**config.mk**
```make
export PLATFORM = sky130hd
export DESIGN_NAME = store_buffer
export DESIGN_NICKNAME = d
export VERILOG_FILES = /design/src/rtl/sb_pkg.sv /design/src/rtl/sb_match.sv /design/src/rtl/store_buffer.sv
export SDC_FILE = /design/constraint.sdc
export NUM_CORES = 1
export LEC_CHECK = 0
export CAP_MARGIN = 10
export CORE_MARGIN = 5
export CORE_UTILIZATION = 49
export DETAILED_ROUTE_END_ITERATION = 6
export PLACE_DENSITY_LB_ADDON = 0.3
export SLEW_MARGIN = 10
export SYNTH_ARGS = -nofsm -noshare
export SYNTH_HDL_FRONTEND = slang
export SYNTH_SLANG_ARGS = --single-unit
```
**constraint.sdc**
```tcl
create_clock -name CLK -period 3.2 [get_ports CLK]
set_input_delay 0.32 -clock CLK [delete_from_list [all_inputs] [get_ports CLK]]
set_output_delay 0.32 -clock CLK [all_outputs]
set_load 0.02 [all_outputs]
```
**src/rtl/sb_pkg.sv**
```systemverilog
// Shared types and sizing for the store buffer: default depth, pointer width
// and the buffered-store entry layout.
package sb_pkg;

  localparam int SB_DEPTH = 4;
  localparam int SB_PTR_W = $clog2(SB_DEPTH);

  // Word address only; the byte offset is implicit zero.
  typedef struct packed {
    logic [29:0] addr;
    logic [31:0] data;
  } sb_entry_t;

endpackage

```
**src/rtl/sb_match.sv**
```systemverilog
// Youngest-first search over the live entries of the store buffer: walks from
// tail-1 back towards head (with pointer wrap) and reports the first match.
module sb_match
  import sb_pkg::*;
#(
  parameter int DEPTH = SB_DEPTH,
  parameter int PTR_W = $clog2(DEPTH)
) (
  input  logic [DEPTH-1:0] match,
  input  logic [PTR_W-1:0] tail,
  input  logic [PTR_W:0]   count,
  output logic             hit,
  output logic [PTR_W-1:0] idx
);

  logic [PTR_W-1:0] pos;

  // Age k=0 is the youngest entry; only the first count ages are live.
  always_comb begin
    hit = 1'b0;
    idx = '0;
    pos = '0;
    for (int k = 0; k < DEPTH; k++) begin
      pos = tail - PTR_W'(k + 1);
      if (!hit && ((PTR_W+1)'(k) < count) && match[pos]) begin
        hit = 1'b1;
        idx = pos;
      end
    end
  end

endmodule

```
**src/rtl/store_buffer.sv**
```systemverilog
// Circular store buffer between the core's MEM stage and backing memory, with
// youngest-match load forwarding and a sticky overflow flag for dropped stores.
module store_buffer
  import sb_pkg::*;
#(
  parameter int DEPTH = SB_DEPTH
) (
  input  logic        CLK,
  input  logic        RST,
  input  logic [31:0] cpu_addr,
  input  logic        cpu_read,
  input  logic        cpu_write,
  input  logic [31:0] cpu_wdata,
  output logic [31:0] cpu_rdata,
  output logic        sb_stall,
  output logic        mem_we,
  output logic [31:0] mem_waddr,
  output logic [31:0] mem_wdata,
  input  logic        mem_ready,
  output logic [31:0] mem_raddr,
  input  logic [31:0] mem_rdata,
  output logic        overflow
);

  localparam int PTR_W = $clog2(DEPTH);
  localparam logic [PTR_W:0] FULL_CNT = (PTR_W+1)'(DEPTH);

  logic [PTR_W-1:0] head_q;
  logic [PTR_W-1:0] tail_q;
  logic [PTR_W:0]   count_q;
  logic             overflow_q;
  sb_entry_t        buf_q [DEPTH];

  logic             full;
  logic             pop;
  logic             enq;
  logic             drop;
  logic [DEPTH-1:0] match;
  logic             hit;
  logic [PTR_W-1:0] hit_idx;
  sb_entry_t        head_entry;
  logic             unused_addr_bits;

  // Handshake: mem_we/mem_ready form a valid/ready pair. A drain transfers on
  // any cycle where both are high; until then the head entry (mem_waddr,
  // mem_wdata) is held stable. mem_we never depends on mem_ready.
  assign full       = (count_q == FULL_CNT);
  assign head_entry = buf_q[head_q];

  // Outputs are forced idle while RST is high so nothing stale leaks out
  // during the reset cycle itself.
  assign mem_we    = (count_q != '0) && !RST;
  assign sb_stall  = full && !RST;
  assign overflow  = overflow_q && !RST;
  assign mem_waddr = {head_entry.addr, 2'b00};
  assign mem_wdata = head_entry.data;
  assign mem_raddr = {cpu_addr[31:2], 2'b00};

  assign pop  = mem_we && mem_ready;
  assign enq  = cpu_write && (!full || pop);
  assign drop = cpu_write && full && !pop;

  assign unused_addr_bits = ^cpu_addr[1:0];

  // Registered state only, so a same-cycle store is never a forwarding source
  // while a same-cycle pop still is.
  always_comb begin
    match = '0;
    for (int i = 0; i < DEPTH; i++) begin
      match[i] = (buf_q[i].addr == cpu_addr[31:2]);
    end
  end

  sb_match #(
    .DEPTH (DEPTH),
    .PTR_W (PTR_W)
  ) u_match (
    .match (match),
    .tail  (tail_q),
    .count (count_q),
    .hit   (hit),
    .idx   (hit_idx)
  );

  assign cpu_rdata = (cpu_read && hit && !RST) ? buf_q[hit_idx].data : mem_rdata;

  always_ff @(posedge CLK) begin
    if (RST) begin
      head_q     <= '0;
      tail_q     <= '0;
      count_q    <= '0;
      overflow_q <= 1'b0;
    end else begin
      if (pop) begin
        head_q <= head_q + 1'b1;
      end
      if (enq) begin
        tail_q <= tail_q + 1'b1;
      end
      if (enq && !pop) begin
        count_q <= count_q + 1'b1;
      end else if (pop && !enq) begin
        count_q <= count_q - 1'b1;
      end
      if (drop) begin
        overflow_q <= 1'b1;
      end
    end
  end

  // Entry storage carries no reset; liveness comes from head/count alone.
  always_ff @(posedge CLK) begin
    if (enq && !RST) begin
      buf_q[tail_q] <= '{addr: cpu_addr[31:2], data: cpu_wdata};
    end
  end

endmodule

```
# Yosys cells after proc, flatten, opt, wreduce, memory -nomap -nowiden
# Memory sizes are Yosys's and may differ from the RTL's. A register that Yosys moved wholly into a read port is not among the register bits.
# Index checks and enable logic that the tools add are counted.
# word_totals
ff_bits,8
ramBits,248
inputBits,101
output_inout_bits,131
elab_cells,77
n_memories,1
# classes
n_addsub,7
n_lt_le_gt_ge,8
n_eq_ne,5
mux,23
n_reduce_logical,29
# memory_table
name,depth,word_bits,rd,rd_clocked_by_memory_dff,write_ports,line,text
buf_q,4,62,6,1,1,store_buffer.sv:32,sb_entry_t buf_q [DEPTH];
# ops
op,count
$eq 30x30->1,4
$mux 32,1
$logic_and 1x1->1,19
$lt 2x3->1 const B,4
$mux 2,6
$mux 1,10
$bmux 1 s2,4
$logic_not 1->1,7
$lt 1x3->1 const A,2
$lt 2x3->1 const A,2
$mux 3,2
$add 2x1->2 const B,2
$sub 2x2->2 const B,2
$add 3x1->3 const B,1
$eq 3x3->1 const B,1
$reduce_bool 3->1,1
$sub 3x1->3 const B,1
$reduce_bool 2->1,1
$sub 2x1->2 const B,1
$logic_or 1x1->1,1

# Logic depth before layout (Yosys ltp)
# Gate-level depths: netlist of the first run.
# An unclocked memory read counts as a cell.
# logic_depth
depth_word,21
ltp_mapped,14
ltp_nobuf,12

# By module
# From an unflattened synthesis of the first run, not the netlist that was laid out.
# hier_totals
hier_cells,699
area_unflattened_um2,12564.6
# by_module_without_submodules
mod,n_inst,cells_each,area_each_um2,seq_area_each_um2
store_buffer,1,652,12225.5,7647.3
sb_match,1,47,339.1,0.0

# Least setup slack after synthesis of the first run
# Ideal clock, no wire load.
# synth_timing
path_type,flip-flop to flip-flop
start,reg count_q[0]
end,"mem buf_q[0][0] (netlist name), enable pin"
setup_ns,0.427
arrival_time_ns,3.224
required_ns,2.773
path_slack_ns,-0.450
path_stages_with_launch,9
path_buffers,0
synth_period_minus_slack_ns,3.650
path_cell_list,dfxtp_1 inv_1 ha_1 a21oi_1 nand2_1 nand3_1 nand2_1 nor2_1 and2_1
# synth_between
elab_chain_cells,8
elab_cells_between_ends,10
classes_between,eq/ne (1); mux (2); reduce/logical (7)
# synth_lines
element,line,text
from (decl),store_buffer.sv:30,logic [PTR_W:0] count_q;
from (signal assigned),store_buffer.sv:101,count_q <= count_q + 1'b1;
from (signal assigned),store_buffer.sv:103,count_q <= count_q - 1'b1;
$reduce_bool 3->1,store_buffer.sv:52,assign mem_we = (count_q != '0) && !RST;
$logic_and 1x1->1,store_buffer.sv:52,
named net mem_we,store_buffer.sv:16,"output logic mem_we,"
$logic_and 1x1->1,store_buffer.sv:59,assign pop = mem_we && mem_ready;
$logic_or 1x1->1,store_buffer.sv:60,assign enq = cpu_write && (!full || pop);
$logic_and 1x1->1,store_buffer.sv:60,
$logic_and 1x1->1,store_buffer.sv:113,if (enq && !RST) begin
$mux 1,store_buffer.sv:113,
$mux 1 (not written as such),store_buffer.sv:114,"buf_q[tail_q] <= '{addr: cpu_addr[31:2], data: cpu_wdata};"
to (decl),store_buffer.sv:32,
# The timed path passes the listed nets, and every way through them passes these cells.

==> results.py, run 1 <==
metrics = {
    "logic_synthesis": {
        "ys_seq_elements": 258,
        "synth_top_area_cell": "edfxtp_1",
        "ys_seq_area_share_pct": 53.00,
        "yosysTopAreaCellShare_pct": 51.62,
        "synth_xor_area_share_pct": 7.649,
        "synth-compound-area-share_pct": 11.79,
        "synth_top_family_by_area": "multiplexers",
        "synthAdderAreaFrac_pct": 0.7805,
        "yosys_most_used_dff": "edfxtp_1",
        "ys_warn_count": 0,
        "yosys.area_share.simple_pct": 7.449,
        "synthCells": 1083,
        "syn_area_mm2": 0.01443,
        "syn_avg_cell_area_um2": 13.32,
        "synthMuxAreaShare_pct": 14.12,
        "async_flop_share_pct": 0,
        "ys_top_cells_by_area": "edfxtp_1 (52%), mux4_2 (9.7%), xor2_1 (6.4%)",
        "synth_cell_types": 58,
        "synth-edff-count": 248,
    },
    "worst_setup_path": {
        "worstPathMaxFanout": 8,
        "cpLargestDelayFamily": "simple AND/OR/NAND/NOR gates",
        "slowest_delay_ns": 0.64,
        "slowest_stage": "or4b_4",
        "cp_common_cell": "buf_4",
        "criticalPathCategory": "flop to output pin",
        "startpoint_type": "flop",
        "worstPathArrival_ns": 4.27,
        "crit_buf_inv": 5,
        "cp-startpoint": "buf_q[2][60]",
        "end_kind": "output pin",
        "r2r_start": "count_q[0]",
        "critical_path.cell_chain": "xor2_1 -> nor4_2 -> buf_4 -> nand4_1 -> or4b_4 -> a211oi_4 -> buf_6 -> nor2_4 -> a311oi_4 -> xnor2_4 -> buf_12 -> buf_4 -> mux2i_1 -> o21ai_1 -> buf_4",
        "required_ns": 2.88,
    },
    "sta": {
        "finalWorstSetupSlack_ns": -1.387,
        "report.final.slew_viol_count": 0,
        "fin_setup_tns_ns": -42.73,
        "hold_viol_final": 0,
        "setup_viol": 32,
        "layout_min_cycle_time_ns": 4.587,
        "fin_crit_sh_pct": 143.3,
        "tightest_slew_ns": 1.158,
        "relSlewSlack_pct": 22.79,
        "worst_clock_skew_ns": 0.006985,
        "clock.fmax_mhz": 218.0,
        "rsz0062_at_grt": "true",
    },
    "min_path": {
        "min_from": "cpu_wdata[7]",
        "hold_path_class": "input pin to flop",
    },
    "floorplan": {
        "initial_core_util_pct": 50.00,
        "std_cell_rows": 62,
        "num_io_pins": 232,
        "dieArea_mm2": 0.03297,
        "die_h_um": 181.6,
        "die_w_um": 181.6,
        "core_area_mm2": 0.02886,
    },
    "clocking": {
        "cts_tree": "yes",
        "clk_pin_slew_ns": 0.06,
        "clock-sinks": 258,
        "cts_buffer_depth": 3,
        "hold_buffers": 0,
        "clk_latency_ns": 0.53,
        "ctsHtreeMaxLevel": 1,
        "clockRootBuffer": "clkbuf_16",
        "numCtsBuffers": 27,
    },
    "pwr": {
        "ir_worst_vdd_v": 0.0004184,
        "power_frac_comb_pct": 32.1,
        "leakagePower_nw": 6.971,
        "p_per_area_mw_per_mm2": 547.9,
        "internal-power_mw": 7.556,
        "p_sw_mw": 3.144,
        "pwr-share-seq_pct": 38.6,
        "power_mw": 10.70,
        "swShare_pct": 29.39,
        "p_clk_share_pct": 29.2,
    },
    "place": {
        "hpwl_um": 28400,
        "io_buffers": 225,
        "gp_congestion": 0.8551,
    },
    "routing": {
        "antenna_left": 0,
        "wl_um": 42130,
        "vias": 10890,
        "wl_per_cell_um": 23.15,
        "avgViaCountPerCell": 5.981,
        "dr.first_iter.drc_count": 858,
        "firstDrtPassIters": 5,
        "drc": 0,
    },
    "cells_and_area": {
        "area_growth_pct": 35.37,
        "drive_above_1_share_pct": 26.95,
        "fillCellCount": 2054,
        "fin_nets": 1528,
        "insertedDiodeCount": 0,
    },
    "grt": {
        "grtUsageTotal_pct": 24.28,
        "grt_pass1_wl_um": 64070,
        "grt_pass1_vias": 11350,
        "overflow": 0,
        "antenna_found_initial": 3,
        "grt_max_degree": 88,
    },
    "flow_run": {
        "drv_cap": 0,
    },
    "status": {
        "outcome": "finished with violations",
        "failed_checks": "negative setup slack",
    },
}
-- layout by cell type, fill, tap and decap left out, types with 4 or more instances in the layout --
cell type,count
a211o_1,62
a211oi_4,4
a21oi_1,39
a32oi_1,27
and2_4,4
buf_12,20
buf_2,4
buf_4,162
buf_6,30
bufinv_16,4
clkbuf_16,28
clkdlybuf4s50_1,193
clkinv_2,8
conb_1,4
dfxtp_1,7
edfxtp_1,248
ha_1,9
inv_1,38
mux2i_1,56
mux2i_2,7
mux4_2,62
nand2_1,43
nand3_1,6
nand3b_1,29
nand4_1,8
nor2_1,14
nor3_1,4
nor4_1,23
o21ai_0,7
o21ai_1,17
o21ai_2,14
o31a_1,29
or3_1,32
xnor2_1,19
xor2_1,106
-- power by group through the flow --
stage | Sequential, mW | Combinational, mW | Clock, mW
6_report | 4.13 | 3.44 | 3.13
5_1_grt | 4.16 | 3.64 | 3.32
4_1_cts | 4.13 | 3.31 | 3.17
3_5_place_dp | 4.20 | 3.18 | 0
3_3_place_gp | 4.19 | 3.15 | 0
2_1_floorplan | 4.12 | 1.88 | 0
-- worst paths after layout --
path / slack (ns) / cells after the start / to
max reg2reg: 0.44 / 10 / buf_q[0][16]
min: 0.42 / 1 / buf_q[0][7]
max: -1.39 / 15 / cpu_rdata[21]
min reg2reg: 0.53 / 2 / head_q[0]
-- timing repair --
| item | 4_1_cts | 5_1_grt |
|---|---|---|
| gates cloned | 5 | 1 |
| gates resized for setup | 171 | 50 |
| setup endpoints to repair | 32 | 32 |
| setup buffers | 19 | 20 |
| pin swaps | 39 | 19 |
-- cell type report --
cell class / count / area (um^2) / share of cell area (%)
multi-input combinational: 676 / 6306 / 32.29
timing repair buffer: 416 / 4059 / 20.78
sequential: 258 / 7659 / 39.21
tap: 384 / 480.5 / 2.460
clock inverter: 17 / 192.7 / 0.9866
inverter: 39 / 146.4 / 0.7496
clock buffer: 30 / 686.9 / 3.517
-- synth_stat cells (all sizes together), types with 32 or more instances --
cell and number:
a211o 62, a21oi 39, buf 56, clkbuf 57, edfxtp 248, inv 38
mux2i 64, mux4 62, nand2 44, o21ai 38, or3 32, xor2 106
-- logic make-up (layout without fill, tap and decap cells) --
logic type                 after synthesis  in the layout
other                                    1              4
muxes                                  126            126
DFF                                    258            258
AOI/OAI and AO/OA                      224            224
and+or+nand+nor                        187            187
buffers and inverters                  152            502
xor gates and xnor gates               126            126
adders and majority gates                9              9
-- per-stage QoR --
stage               setup WS (ns)  std cells  instance area [um^2]  util [%]  hold slack [ns]
floorplan                 -0.2090       1086                 14530         -           0.4189
global placement           -1.751       1733                 18090     62.69           0.4998
detailed placement         -1.807       1733                 18090     62.69           0.5232
CTS                        -1.454       1803                 19300     66.87           0.4071
global route               -1.591       1820                 19530     67.68           0.4217
finish                     -1.387       1820                 19530     67.68           0.4208
-- routing by layer --
metal	vias to the layer above	part of all wire (%)	track usage, %
met5	-	0.081	0
met4	6	2.7	6.665
met2	531	51	43.13
met1	5391	38	30.35
li1	4869	-	-
met3	88	8.4	4.822
-- state kept, by name, indices dropped and copies added, names as in the netlist, named ones only --
signal      flops
buf_q         248
tail_q          2
overflow_q      1
count_q         3
head_q          2
No activity file was read; power rests on OpenSTA's default activity.
==> run 2: changes to the inputs <==
--- a/config.mk
+++ b/config.mk
@@ -8,6 +8,7 @@
 export CAP_MARGIN = 10
 export CORE_MARGIN = 5
 export CORE_UTILIZATION = 49
+export CTS_CLUSTER_SIZE = 30
 export DETAILED_ROUTE_END_ITERATION = 6
 export PLACE_DENSITY_LB_ADDON = 0.3
 export SLEW_MARGIN = 10
==> results of run 2 <==
Final layout, timing and power as in run 1 (identical DEF).
